===== src/rtl/div_sqrt_iterative_core_if.sv =====
// Handshake and operand/result bundle for the iterative divide/sqrt core.
// The core takes the slave side; the operand-prep stage and the rounding
// unit together drive the master side.
interface div_sqrt_iterative_core_if #(
  parameter int FRAC_W = 23
);
  logic              flush;
  logic              in_valid;
  logic              in_ready;
  logic              op_sqrt;
  logic [FRAC_W+1:0] dividend;
  logic [FRAC_W:0]   divisor;
  logic              out_valid;
  logic              out_ready;
  logic [FRAC_W+2:0] quotient;
  logic [FRAC_W+3:0] remainder;

  modport slave (
    input  flush, in_valid, op_sqrt, dividend, divisor, out_ready,
    output in_ready, out_valid, quotient, remainder
  );

  modport master (
    output flush, in_valid, op_sqrt, dividend, divisor, out_ready,
    input  in_ready, out_valid, quotient, remainder
  );
endinterface


===== src/rtl/div_sqrt_iterative_core.sv =====
// Restoring radix-2 significand divider / square-rooter.
// Produces one quotient/root bit per cycle (26 iterations) plus the final
// partial remainder so the rounding stage can derive sticky.
module div_sqrt_iterative_core #(
  parameter int FRAC_W = 23
) (
  input  logic                    clk,
  input  logic                    reset,
  div_sqrt_iterative_core_if.slave bus
);
  localparam int QW    = FRAC_W + 3;   // quotient/root width
  localparam int RW    = FRAC_W + 4;   // remainder output width
  localparam int DW    = FRAC_W + 2;   // dividend width
  localparam int BW    = FRAC_W + 1;   // divisor width
  localparam int ITER  = QW;
  localparam int CNT_W = $clog2(ITER + 1);

  typedef enum logic [1:0] {S_IDLE, S_RUN, S_DONE} state_t;

  state_t           state_q, state_d;
  logic             op_q;
  logic [BW-1:0]    div_q;
  logic [QW-1:0]    x_q;     // radicand bits still to be consumed, MSB pair first
  logic [QW-1:0]    r_q;     // partial remainder between iterations
  logic [QW-1:0]    q_q;     // quotient/root developed so far
  logic [CNT_W-1:0] cnt_q;
  logic [QW-1:0]    quot_q;
  logic [RW-1:0]    rem_q;

  logic             accept, step, last;
  logic             d_ge, s_ge;
  logic [DW-1:0]    d_rem;
  logic [QW+1:0]    s_sh, s_t;
  logic [RW-1:0]    s_rem;
  logic [QW-1:0]    q_nx, r_nx;
  logic [RW-1:0]    rem_nx;

  assign accept = (state_q == S_IDLE) && bus.in_valid && !bus.flush;
  assign step   = (state_q == S_RUN) && !bus.flush;
  assign last   = (cnt_q == CNT_W'(ITER - 1));

  assign bus.in_ready  = (state_q == S_IDLE);
  assign bus.out_valid = (state_q == S_DONE);
  assign bus.quotient  = quot_q;
  assign bus.remainder = rem_q;

  // State register.
  always_ff @(posedge clk or posedge reset) begin
    if (reset) state_q <= S_IDLE;
    else       state_q <= state_d;
  end

  // Next-state logic; flush overrides every other transition.
  always_comb begin
    state_d = state_q;
    case (state_q)
      S_IDLE:  if (bus.in_valid) state_d = S_RUN;
      S_RUN:   if (last)         state_d = S_DONE;
      S_DONE:  if (bus.out_ready) state_d = S_IDLE;
      default: state_d = S_IDLE;
    endcase
    if (bus.flush) state_d = S_IDLE;
  end

  // One restoring iteration for both operations.
  // The div remainder stays below the divisor, so it fits in DW bits before
  // the shift. The sqrt difference is only kept when non-negative and then
  // is bounded by 2q, so the low RW bits of the subtraction are exact.
  always_comb begin
    d_ge  = (r_q >= {{(QW - BW){1'b0}}, div_q});
    d_rem = d_ge ? (r_q[DW-1:0] - {1'b0, div_q}) : r_q[DW-1:0];
    s_sh  = {r_q, x_q[QW-1 -: 2]};
    s_t   = {q_q, 2'b01};
    s_ge  = (s_sh >= s_t);
    s_rem = s_ge ? (s_sh[RW-1:0] - s_t[RW-1:0]) : s_sh[RW-1:0];
    if (op_q) begin
      q_nx   = {q_q[QW-2:0], s_ge};
      r_nx   = s_rem[QW-1:0];
      rem_nx = s_rem;
    end else begin
      q_nx   = {q_q[QW-2:0], d_ge};
      r_nx   = {d_rem, 1'b0};
      rem_nx = {{(RW - DW){1'b0}}, d_rem};
    end
  end

  // Datapath: latch operands on accept, iterate in RUN, capture the result
  // on the last iteration. A flush leaves the previous result untouched.
  always_ff @(posedge clk or posedge reset) begin
    if (reset) begin
      op_q   <= 1'b0;
      div_q  <= '0;
      x_q    <= '0;
      r_q    <= '0;
      q_q    <= '0;
      cnt_q  <= '0;
      quot_q <= '0;
      rem_q  <= '0;
    end else if (accept) begin
      op_q  <= bus.op_sqrt;
      div_q <= bus.divisor;
      x_q   <= {bus.dividend, 1'b0};
      r_q   <= bus.op_sqrt ? '0 : {1'b0, bus.dividend};
      q_q   <= '0;
      cnt_q <= '0;
    end else if (step) begin
      q_q   <= q_nx;
      r_q   <= r_nx;
      x_q   <= {x_q[QW-3:0], 2'b00};
      cnt_q <= cnt_q + 1'b1;
      if (last) begin
        quot_q <= q_nx;
        rem_q  <= rem_nx;
      end
    end
  end
endmodule

===== src/flat_wrapper.sv =====
// flat-port wrapper written by rule: the top's interface ports become plain ports
module div_sqrt_iterative_core_flat 
#(
  parameter int FRAC_W = 23
)
  (clk, reset, bus_flush, bus_in_valid, bus_op_sqrt, bus_dividend, bus_divisor, bus_out_ready, bus_in_ready, bus_out_valid, bus_quotient, bus_remainder);
  div_sqrt_iterative_core_if #(.FRAC_W(FRAC_W)) bus_i ();
  input  logic clk;
  input  logic reset;
  input wire logic [$bits(bus_i.flush)-1:0] bus_flush;
  input wire logic [$bits(bus_i.in_valid)-1:0] bus_in_valid;
  input wire logic [$bits(bus_i.op_sqrt)-1:0] bus_op_sqrt;
  input wire logic [$bits(bus_i.dividend)-1:0] bus_dividend;
  input wire logic [$bits(bus_i.divisor)-1:0] bus_divisor;
  input wire logic [$bits(bus_i.out_ready)-1:0] bus_out_ready;
  output wire logic [$bits(bus_i.in_ready)-1:0] bus_in_ready;
  output wire logic [$bits(bus_i.out_valid)-1:0] bus_out_valid;
  output wire logic [$bits(bus_i.quotient)-1:0] bus_quotient;
  output wire logic [$bits(bus_i.remainder)-1:0] bus_remainder;
  assign bus_i.flush = bus_flush;
  assign bus_i.in_valid = bus_in_valid;
  assign bus_i.op_sqrt = bus_op_sqrt;
  assign bus_i.dividend = bus_dividend;
  assign bus_i.divisor = bus_divisor;
  assign bus_i.out_ready = bus_out_ready;
  assign bus_in_ready = bus_i.in_ready;
  assign bus_out_valid = bus_i.out_valid;
  assign bus_quotient = bus_i.quotient;
  assign bus_remainder = bus_i.remainder;
  div_sqrt_iterative_core #(.FRAC_W(FRAC_W)) u_core (.clk(clk), .reset(reset), .bus(bus_i));
endmodule

===== config.mk =====
export PLATFORM = sky130hd
export DESIGN_NAME = div_sqrt_iterative_core_flat
export DESIGN_NICKNAME = d
export VERILOG_FILES = /design/src/rtl/div_sqrt_iterative_core_if.sv /design/src/rtl/div_sqrt_iterative_core.sv /design/src/flat_wrapper.sv
export SDC_FILE = /design/constraint.sdc
export NUM_CORES = 1
export LEC_CHECK = 0
export BUFFER_PORTS_ARGS = -buffer_cell sky130_fd_sc_hd__buf_4
export CAP_MARGIN = 20
export CORE_UTILIZATION = 45
export CTS_CLUSTER_DIAMETER = 200
export DETAILED_ROUTE_END_ITERATION = 10
export PLACE_DENSITY = 0.68
export REMOVE_ABC_BUFFERS = 1
export SLEW_MARGIN = 20
export SYNTH_ARGS = -nofsm -noshare
export SYNTH_HDL_FRONTEND = slang
export SYNTH_SLANG_ARGS = --single-unit

===== constraint.sdc =====
create_clock -name clk -period 5.5 [get_ports clk]
set_input_delay 0.55 -clock clk [delete_from_list [all_inputs] [get_ports clk]]
set_output_delay 0.55 -clock clk [all_outputs]
set_load 0.01 [all_outputs]

# --- Word level (Yosys, flattened, before mapping) ---
# Cells that the tools add are included.
word_totals:
  ff_bits: 163
  input_bits: 55
op_classes:
  n_mux: 19
  n_eq_ne: 6
  n_addsub: 3
  n_lt_le_gt_ge: 2
  n_bitwise: 1
  n_reduce_logical: 8
ops:
  columns: ["operator", "n"]
  rows:
  - ["2-to-1 mux 26 bit", 7]
  - ["2-to-1 mux 27 bit", 2]
  - ["2-to-1 mux 25 bit", 2]
  - [">= comparator 28 bit", 1]
  - ["subtractor 27 bit", 1]
  - [">= comparator 26 x 24 -> 1 bit", 1]
  - ["subtractor 25 x 24 -> 25 bit", 1]
  - ["2-to-1 mux 5 bit", 2]
  - ["2-to-1 mux 2 bit", 4]
  - ["!= test 3 bit (second input constant)", 2]
  - ["one-hot mux 2 bit (3 select lines)", 1]
  - ["AND reduction 3 bit", 2]
  - ["adder 5 x 1 -> 5 bit (second input constant)", 1]
  - ["equality test 5 bit (second input constant)", 1]
  - ["logical AND 1 bit", 3]
  - ["!= test 3 x 2 -> 1 bit (second input constant)", 1]
  - ["equality test 2 x 1 -> 1 bit (second input constant)", 1]
  - ["equality test 2 bit (second input constant)", 1]
  - ["zero test 2 bit", 1]
  - ["nonzero test 2 bit", 1]
  - ["zero test 1 bit", 1]
  - ["2-to-1 mux 1 bit", 1]
  - ["NOT 1 bit", 1]

# --- Longest topological paths before layout ---
depth:
  depth_word: 5
  depth_mapped: 13
  ltp_nobuf: 11

# --- Least setup slack after synthesis ---
# Ideal clock, no wire load.
synth_timing:
  path_type: "register to register"
  start: "reg u_core.r_q[0]"
  end: "reg u_core.rem_q[8], in the netlist u_core.bus.remainder[8]"
  slack_ns: 2.803
  path_buffers: 1
  t_required_ns: 5.359
  t_arrival_ns: 2.556
  period_less_slack_ns: 2.697
  path_stages_with_launch: 13
  cell_sequence: "dfrtp_1 inv_1 ha_1 fa_1 nand2b_1 a21oi_1 o31ai_4 a31o_2 nand3_2 buf_4 mux2_2 nand2_1 a31oi_1"
synth_via:
  elab_chain_cells: 3
  elab_cells_between_ends: 7
synth_lines:
  columns: ["item", "line", "rtl"]
  rows:
  - ["start, declared", "div_sqrt_iterative_core.sv:24", "logic [QW-1:0] r_q;"]
  - ["start signal, assigned", "div_sqrt_iterative_core.sv:103", "r_q <= bus.op_sqrt ? '0 : {1'b0, bus.dividend};"]
  - ["start signal, assigned", "div_sqrt_iterative_core.sv:108", "r_q <= r_nx;"]
  - ["subtractor 27 bit, or another cell as far along", "div_sqrt_iterative_core.sv:75", "s_rem = s_ge ? (s_sh[RW-1:0] - s_t[RW-1:0]) : s_sh[RW-1:0];"]
  - ["2-to-1 mux 27 bit or 2-to-1 mux 25 bit (tied branches)", "div_sqrt_iterative_core.sv:75, div_sqrt_iterative_core.sv:71", null]
  - ["2-to-1 mux 27 bit (*)", "div_sqrt_iterative_core.sv:76", "if (op_q) begin"]
  - ["end signal, assigned", "div_sqrt_iterative_core.sv:113", "rem_q <= rem_nx;"]
  - ["end, declared", "div_sqrt_iterative_core.sv:28", "logic [RW-1:0] rem_q;"]
# Every way passes the cells marked *; elsewhere a longest branch is shown, timed or not.
# A chain may end at the register's enable or synchronous reset.

# --- Worst setup path in the final report ---
layout_timing:
  start: "reg u_core.r_q[8]"
  end: "reg u_core.r_q[13]"
layout_via:
  elab_chain_cells: 5
  elab_cells_between_ends: 9
layout_lines:
  columns: ["item", "line", "rtl"]
  rows:
  - ["subtractor 27 bit, or another cell as far along", "div_sqrt_iterative_core.sv:75", null]
  - ["2-to-1 mux 27 bit or 2-to-1 mux 25 bit (tied branches)", "div_sqrt_iterative_core.sv:75, div_sqrt_iterative_core.sv:71", null]
  - ["2-to-1 mux 26 bit (*)", "div_sqrt_iterative_core.sv:76", null]
  - ["2-to-1 mux 26 bit (*)", "div_sqrt_iterative_core.sv:106", "end else if (step) begin"]
  - ["2-to-1 mux 26 bit (*)", "div_sqrt_iterative_core.sv:99", "end else if (accept) begin"]
# Every way passes the cells marked *; elsewhere a longest branch is shown, timed or not. The select of a mux whose other input is x is not followed.

==> out/metrics.cfg <==
[status]
status=completed

[synthesis]
synthTopCellsByCount=225 x nand2_1, 162 x dfrtp_1, 104 x nor2_1
yosysMostFrequentCell=nand2_1
yosys_most_used_dff=dfrtp_1
synthCells=1286
synth_top_area_share=0.3809
synth_warnings=0
synth_area_per_cell_sq_um=8.276
yosysTopAreaCell=dfrtp_1
synth_edf_count=0
synthTopCellsByArea=dfrtp_1 38%, nand2_1 7.9%, ha_1 6.3%
ys_seq_elements=162
synth_area_sq_um=10640
seq_area_frac_synth=0.3809
synth_cell_types=84
async_reset_ff_frac=1.000

[routing]
vias_per_cell=5.884
drc=0
post_drt_wl_per_cell_um=19.07
vias=9908
first_pass_iters=6
postRouteAntennaNets=0
routed_wl_um=32120
dr.first_iter.drc_count=794

[setup_path]
startpoint_type=flip-flop
cp_top_family=simple AND/OR/NAND/NOR gates
path_buf_inv=0
max_stage_delay_ns=0.87
crit_path_max_fanout=28
path_class=reg -> reg
cp_slowest_cell=or2_1
path_cells=ha_1, nand2_1, nor4_1, a41oi_2, o221ai_2, or2_1, mux2_2, a221oi_1, o21ai_0
cp-end-kind=flip-flop
crit_arrival_ns=4.03
required_ns=5.79

[timing]
maxSlewViolCount=0
fin_ws_ns=1.756
rsz0062_at_grt=false
hold_viol_final=0
max_slew_margin=0.2578
max_slew.worst_pin.slew_ns=1.113
timing.hold.ws_ns=0.1199
finClkSkew_ns=0.01079
max_freq_mhz=267.1
fin_crit_sh=0.6807
period_needed_ns=3.744
setup_viol=0

[layout]
area_growth_pct=15.15
n_fill_cell=2240
drive_gt1_frac=0.1437
final_util=0.5348
num_antenna_cells=0
final_area_sq_um=12260
seq_area_sq_um=4054
fin_nets=1468
multi_input_area_sq_um=6051

[placed_design]
place_area_sq_um=11670
portBuffers=109
gp_congestion=0.8923
place_ws_ns=1.839
hpwl_um=22950

[pwr]
peakVddDrop_mv=0.2988
p_per_area_nw_per_um2=582.8
leakage_nw=5.628
total_power_mw=7.143

[flow_run]
maxCapViolations=0

[clock_network]
h-tree-depth=4
cts_made_buffers=17
tritoncts=done
cts_setup_buffers=0
ctsHoldBuffers=0
clock_latency_ns=0.44
cts_resized=0
clk_pin_slew_ns=0.08
root_buffer=clkbuf_16
clock_sinks=162
cts.path.max_buffers=2

[die]
initial_core_util=0.4644
design.die.area_sq_um=24270
die_w_um=155.8
io_pins=110
rows=55
coreArea_sq_um=22920
die_height_um=155.8

[global_routing]
antenna_found_initial=0
grt-ovfl-total=0
first_global_vias=9368
grt_pass1_wl_um=51080
grt_use_total=0.2720
grt_max_degree=82

[worst_hold_path]
hold_class=in -> async

cells in the final DEF, fill, tap and decap left out, types with 20 or more instances in the layout:
cell type	n
nand2_1	223
dfrtp_1	162
buf_4	120
nor2_1	101
a21oi_1	95
o21ai_0	94
inv_1	71
ha_1	54
a31oi_1	48
a21o_1	23
a22oi_1	22
nand3_1	21
xnor2_1	20
worst paths after layout:
check                                                       to  cells after the start                           startpoint  slack [ns]
max                                 u_core.r_q[13]$_DFFE_PP0P_                      9            u_core.r_q[8]$_DFFE_PP0P_        1.76
min                        u_core.bus.quotient[19]$_DFFE_PP0P_                      2                                reset        0.12
max reg2reg                         u_core.r_q[13]$_DFFE_PP0P_                      9            u_core.r_q[8]$_DFFE_PP0P_        1.76
min reg2reg                u_core.bus.quotient[19]$_DFFE_PP0P_                      2  u_core.bus.quotient[19]$_DFFE_PP0P_        0.48
max in group asynchronous           u_core.r_q[17]$_DFFE_PP0P_                      3                                reset        4.19
min in group clk                 u_core.state_q[1]$_DFFE_PP0P_                      2                            bus_flush        0.28
through the flow:
stage	std cells	setup TNS [ns]
after floorplan	1219	-185.76
after global placement	1652	0
after detailed placement	1652	0
after CTS	1684	0
after global routing	1684	0
final	1684	0
registers in the layout, summed over array words and instances, names as in the netlist:
name	count
u_core.div_q	24
u_core.cnt_q	5
u_core.r_q	26
u_core.state_q	2
u_core.q_q	26
u_core.x_q	25
u_core.bus.remainder	27
u_core.op_q	1
u_core.bus.quotient	26
metal layers:
layer / global-route usage / up-vias / share of wire
li1: - / 4727 / -
met1: 0.3697 / 4738 / 0.44
met5: 0 / - / 0
met4: 0.09430 / 0 / 0.027
met2: 0.4375 / 388 / 0.47
met3: 0.04472 / 55 / 0.066
cells by family (layout without fill, tap and decap cells):
kind of cell	after synthesis	count (layout)	synth area share
flops	162	162	0.3809
mux	14	14	0.01423
buf+inv	139	224	0.05290
compound gates	416	416	0.2592
fa+ha+maj	55	55	0.06537
xor+xnor	34	34	0.02798
simple gates	466	466	0.1994
area by class of cell:
| type | instances | share of cell area |
|---|---|---|
| clock inverters | 15 | 0.01286 |
| multi-input cells | 985 | 0.4937 |
| clock buffers | 17 | 0.03471 |
| well taps | 313 | 0.03196 |
| inverters | 72 | 0.02246 |
| flip-flops and latches | 162 | 0.3308 |
| repair buffers | 120 | 0.07351 |
power by group:
group | total [mW] | internal (mW) | switching, mW
clock | 1.21 | 0.611 | 0.602
combinational | 4.36 | 1.71 | 2.65
sequential | 1.57 | 1.35 | 0.221
Note: power is estimated with default switching activity, not from simulation.
